$ cat config.mk
export PLATFORM = sky130hd
export DESIGN_NAME = uart_cmd_decoder
export DESIGN_NICKNAME = d
export VERILOG_FILES = /design/src/rtl/uart_cmd_decoder.sv
export SDC_FILE = /design/constraint.sdc
export NUM_CORES = 1
export LEC_CHECK = 0
export CAP_MARGIN = 0
export CORE_AREA = 2 2 72 74
export DETAILED_ROUTE_END_ITERATION = 16
export DIE_AREA = 0 0 74 76
export MAX_ROUTING_LAYER = met4
export PLACE_DENSITY = 0.63
export SYNTH_ARGS = -nofsm -noshare
export SYNTH_HDL_FRONTEND = slang
export SYNTH_SLANG_ARGS = --single-unit
$ cat constraint.sdc
create_clock -name clock -period 3.7 [get_ports clock]
set_input_delay 0.37 -clock clock [delete_from_list [all_inputs] [get_ports clock]]
set_output_delay 0.37 -clock clock [all_outputs]
set_load 0.02 [all_outputs]
$ cat src/rtl/uart_cmd_decoder.sv
// rtl/uart_cmd_decoder.sv - assembles sync/addr/data[/chk] UART frames into register-write commands
// Optional checksum byte and CHK state enabled by defining UART_CMD_CHECKSUM_EN.
module uart_cmd_decoder #(
  parameter logic [7:0] SYNC_BYTE      = 8'hA5,
  parameter int         TIMEOUT_CLOCKS = 1024
) (
  input  logic       clock,
  input  logic       reset_n,
  input  logic [7:0] data_i,
  input  logic       valid_i,
  output logic [7:0] cmd_addr_o,
  output logic [7:0] cmd_data_o,
  output logic       cmd_valid_o,
  input  logic       cmd_ready_i,
  output logic       err_o,
  output logic [1:0] err_code_o
);

  localparam int CW = $clog2(TIMEOUT_CLOCKS + 1);
  localparam logic [CW-1:0] TIMEOUT_LOAD = CW'(TIMEOUT_CLOCKS);

  localparam logic [1:0] ERR_NONE    = 2'b00;
  localparam logic [1:0] ERR_CHK     = 2'b01;
  localparam logic [1:0] ERR_TIMEOUT = 2'b10;
  localparam logic [1:0] ERR_OVERRUN = 2'b11;

`ifdef UART_CMD_CHECKSUM_EN
  typedef enum logic [1:0] {HUNT, ADDR, DATA, CHK} state_t;
`else
  typedef enum logic [1:0] {HUNT, ADDR, DATA} state_t;
`endif

  state_t        state_q, state_d;
  logic [7:0]    addr_sh_q, addr_sh_d;
  logic [7:0]    data_sh_q, data_sh_d;
  logic [7:0]    cmd_addr_q, cmd_addr_d;
  logic [7:0]    cmd_data_q, cmd_data_d;
  logic          cmd_valid_q, cmd_valid_d;
  logic          err_q, err_d;
  logic [1:0]    err_code_q, err_code_d;
  logic [CW-1:0] cnt_q, cnt_d;

  logic          frame_done;
  logic          frame_ok;
  logic [7:0]    frame_data;

  always_comb begin
    state_d     = state_q;
    addr_sh_d   = addr_sh_q;
    data_sh_d   = data_sh_q;
    cmd_addr_d  = cmd_addr_q;
    cmd_data_d  = cmd_data_q;
    cmd_valid_d = cmd_valid_q;
    err_d       = 1'b0;
    err_code_d  = ERR_NONE;
    cnt_d       = cnt_q;
    frame_done  = 1'b0;
    frame_ok    = 1'b1;
    frame_data  = data_sh_q;

    if (cmd_valid_q && cmd_ready_i) begin
      cmd_valid_d = 1'b0;
    end

    if (valid_i) begin
      case (state_q)
        HUNT: begin
          if (data_i == SYNC_BYTE) begin
            state_d = ADDR;
          end
        end
        ADDR: begin
          addr_sh_d = data_i;
          state_d   = DATA;
        end
        DATA: begin
          data_sh_d = data_i;
`ifdef UART_CMD_CHECKSUM_EN
          state_d   = CHK;
`else
          state_d    = HUNT;
          frame_done = 1'b1;
          frame_data = data_i;
`endif
        end
`ifdef UART_CMD_CHECKSUM_EN
        CHK: begin
          state_d    = HUNT;
          frame_done = 1'b1;
          frame_ok   = (data_i == (SYNC_BYTE ^ addr_sh_q ^ data_sh_q));
        end
`endif
        default: state_d = HUNT;
      endcase
      cnt_d = (state_d == HUNT) ? '0 : TIMEOUT_LOAD;
    end else if (state_q != HUNT) begin
      // A byte on the would-be expiry cycle takes the valid_i branch instead.
      if (cnt_q <= CW'(1)) begin
        state_d    = HUNT;
        cnt_d      = '0;
        err_d      = 1'b1;
        err_code_d = ERR_TIMEOUT;
      end else begin
        cnt_d = cnt_q - CW'(1);
      end
    end

    if (frame_done) begin
      if (!frame_ok) begin
        err_d      = 1'b1;
        err_code_d = ERR_CHK;
      end else if (!cmd_valid_q || cmd_ready_i) begin
        cmd_addr_d  = addr_sh_q;
        cmd_data_d  = frame_data;
        cmd_valid_d = 1'b1;
      end else begin
        err_d      = 1'b1;
        err_code_d = ERR_OVERRUN;
      end
    end
  end

  always_ff @(posedge clock) begin
    if (!reset_n) begin
      state_q     <= HUNT;
      addr_sh_q   <= '0;
      data_sh_q   <= '0;
      cmd_addr_q  <= '0;
      cmd_data_q  <= '0;
      cmd_valid_q <= 1'b0;
      err_q       <= 1'b0;
      err_code_q  <= ERR_NONE;
      cnt_q       <= '0;
    end else begin
      state_q     <= state_d;
      addr_sh_q   <= addr_sh_d;
      data_sh_q   <= data_sh_d;
      cmd_addr_q  <= cmd_addr_d;
      cmd_data_q  <= cmd_data_d;
      cmd_valid_q <= cmd_valid_d;
      err_q       <= err_d;
      err_code_q  <= err_code_d;
      cnt_q       <= cnt_d;
    end
  end

  assign cmd_addr_o  = cmd_addr_q;
  assign cmd_data_o  = cmd_data_q;
  assign cmd_valid_o = cmd_valid_q;
  assign err_o       = err_q;
  assign err_code_o  = err_code_q;

endmodule
==> results_dict.tcl <==
set metrics [dict create \
    synth_nets 205 \
    coreArea_um2 4910 \
    layout-drive-gt1-share_pct 6.91 \
    min_period_over_period_pct 57.1 \
    hp-class "reg -> reg" \
    syn_inst 191 \
    cts_buffers 5 \
    ys_seq_area_share_pct 46.1 \
    die_area_um2 5620 \
    drc 0 \
    cts_tree "built" \
    fin_area_um2 2180 \
    ir_drop_uv 145 \
    layout.nets 230 \
    diodes 0 \
    power_mw 0.865 \
    slew_viol_final 0 \
    wl_mm 3.33 \
    die_w_um 74 \
    p_switching_mw 0.190 \
    power.share.combinational_pct 8.7 \
    cts_resized 0 \
    placed_cell_area_um2 2080 \
    cts_max_level 2 \
    cp.arrival_ns 2.33 \
    finalSetupViolCount 0 \
    cts_buffer_depth 2 \
    cp.required_ns 3.92 \
    rsz0062_at_grt "no" \
    min_period_ns 2.11 \
    postCtsHoldBufs 0 \
    grtUsageTotal_pct 13.5 \
    leakage_nw 0.787 \
    cp-start-kind "input pin" \
    hold_viol 0 \
    worstSetupEndpointType "register" \
    synth_area_um2 1740 \
    synth_edf_count 0 \
    maxCapViolations 0 \
    drt_iter0_drc 73 \
    yosys_warnings 0 \
    grt_pass1_wl_mm 5.75 \
    dr_wl_met3_um 128 \
    fp.dieH_um 76 \
    max_freq_mhz 473 \
    antenna_found_initial 0 \
    antenna_left 0 \
    ys_seq_elements 40 \
    drtPass1Iterations 4 \
    place_ws_ns 1.27 \
    p_clk_share_pct 40.1 \
    pwr-share-seq_pct 51.2 \
    clk_latency_ns 0.29 \
    vias 1325 \
    grt_overflow_total 0 \
    io_buffers 31 \
    cts_root_buf "clkbuf_8" \
    cts_setup_buffers 0 \
    tns_ns 0 \
    path_clk_slew_ns 0.07 \
    path_class "in -> reg" \
    swShare_pct 21.9 \
    fin_ws_ns 1.59 \
    area_growth_pct 25.7 \
    viasPerCell 4.62 \
    synth.avg_cell_area_um2 9.09 \
    synth.distinct_cells 40 \
    dp_hpwl_mm 2.31 \
    clock-sinks 40 \
    start_util_pct 35.4 \
    wl_met2_mm 1.51 \
    maxSlewHeadroom_pct 31.0 \
    worst_slew_pin_slew_ns 1.03 \
    synth_flop_cell "dfxtp_1" \
    p_int_mw 0.676 \
    top_layer "met4" \
    met1Wirelength_mm 1.62 \
    num_rows 26 \
    hold_slack_ns 0.454 \
    grt_pass1_vias 1239 \
    powerDensity_nw_per_um2 396 \
    routabilityCongestion 0.772 \
    num_io_pins 32 \
    status "finished clean" \
    clock_skew_ns 0.00531 \
    synthArstFlopShare_pct 0 \
    wl_per_cell_um 11.6 \
    critPathMaxFanout 16 \
    grt_max_degree 31 \
]
==> synthesized netlist by cell type (2+ instances only) <==
master	instances	area share [%]
nor2_1	15	3.2
nor4b_2	2	1.7
a21boi_1	15	6.5
nor4_1	2	0.72
nand3_1	3	0.86
a21boi_0	2	0.86
dfxtp_1	40	46
clkbuf_1	7	1.5
o21a_1	2	0.86
nor3_1	3	0.86
nand2_1	38	8.2
xnor2_1	4	2.0
nor2_2	2	0.72
nand3b_1	3	1.3
nor4bb_1	2	1.2
ha_1	2	1.4
xor2_1	4	2.0
mux2i_1	8	4.6
buf_2	5	1.4
nand4_1	2	0.72
nor2b_1	9	3.2
inv_1	3	0.65
==> layer usage <==
metal | GRT usage (%) | vias up
met2 | 19.7 | 24
met1 | 17.3 | 604
met3 | 3.17 | 7
met4 | 6.55 | 0
li1 | - | 690
met5 | - | -
==> flip-flops by register name (all words and copies together) (netlist names) <==
name,count
cmd_data_o,8
cnt_q,11
err_code_o,2
addr_sh_q,8
cmd_valid_o,1
cmd_addr_o,8
state_q,2
==> power by group through the flow <==
| stage | Clock [mW] | Combinational [mW] | Sequential, mW |
|---|---|---|---|
| 2_1_floorplan | 0 | 0.0536 | 0.451 |
| 3_3_place_gp | 0 | 0.0763 | 0.453 |
| 3_5_place_dp | 0 | 0.0761 | 0.453 |
| 4_1_cts | 0.361 | 0.0764 | 0.443 |
| 5_1_grt | 0.381 | 0.0829 | 0.444 |
| 6_report | 0.347 | 0.0757 | 0.443 |
==> worst paths after layout <==
check                                   from       endpoint  slack (ns)  depth (start not counted)
worst min register to register  addr_sh_q[7]  cmd_addr_o[7]        0.45                          2
worst max-delay path                 valid_i  cmd_addr_o[6]        1.59                          5
worst max register to register    state_q[1]  cmd_addr_o[6]        1.86                          4
worst min-delay path            addr_sh_q[7]  cmd_addr_o[7]        0.45                          2
==> cell families (layout without fill, tap and decap cells) <==
group / after synthesis / after routing / synth area share, %
adders and majority gates: 2 / 2 / 1.44
buffers and inverters: 16 / 42 / 4.03
DFF: 40 / 40 / 46.1
muxes: 8 / 8 / 4.61
and+or+nand+nor: 91 / 91 / 27.8
xor gates and xnor gates: 8 / 8 / 4.03
AOI/OAI and AO/OA: 26 / 26 / 12.0
==> worst max-delay path: stages <==
cell and delay (ns):
clkdlybuf4s50_1 0.66, nand3b_1 0.18, nor2_1 0.82, nand2_1 0.12
a21boi_1 0.16
==> stage by stage <==
stage,util [%],std cells
5_1_grt,44.4,287
6_report,44.4,287
4_1_cts,44.4,287
3_3_place_gp,42.3,279
3_5_place_dp,42.3,279
2_1_floorplan,-,191
==> cell type report <==
cell class / count / area [um2]
timing repair buffer: 31 / 310
multi-input combinational: 135 / 866
inverter: 3 / 11.3
fill: 489 / 2730
sequential: 40 / 801
clock inverter: 2 / 35.0
clock buffer: 6 / 72.6
tap: 70 / 87.6
==> layout by cell type (no fill, tap or decap), drive strengths merged, types with 4 or more instances in the layout <==
cell type / netlist / layout
dfxtp: 40 / 40
xor2: 4 / 4
mux2i: 8 / 8
xnor2: 4 / 4
a21boi: 17 / 17
nor2: 17 / 17
nor2b: 9 / 9
clkbuf: 7 / 6
nand2: 38 / 38
clkdlybuf4s50: 0 / 31
Note: power is estimated with default switching activity, not from simulation.
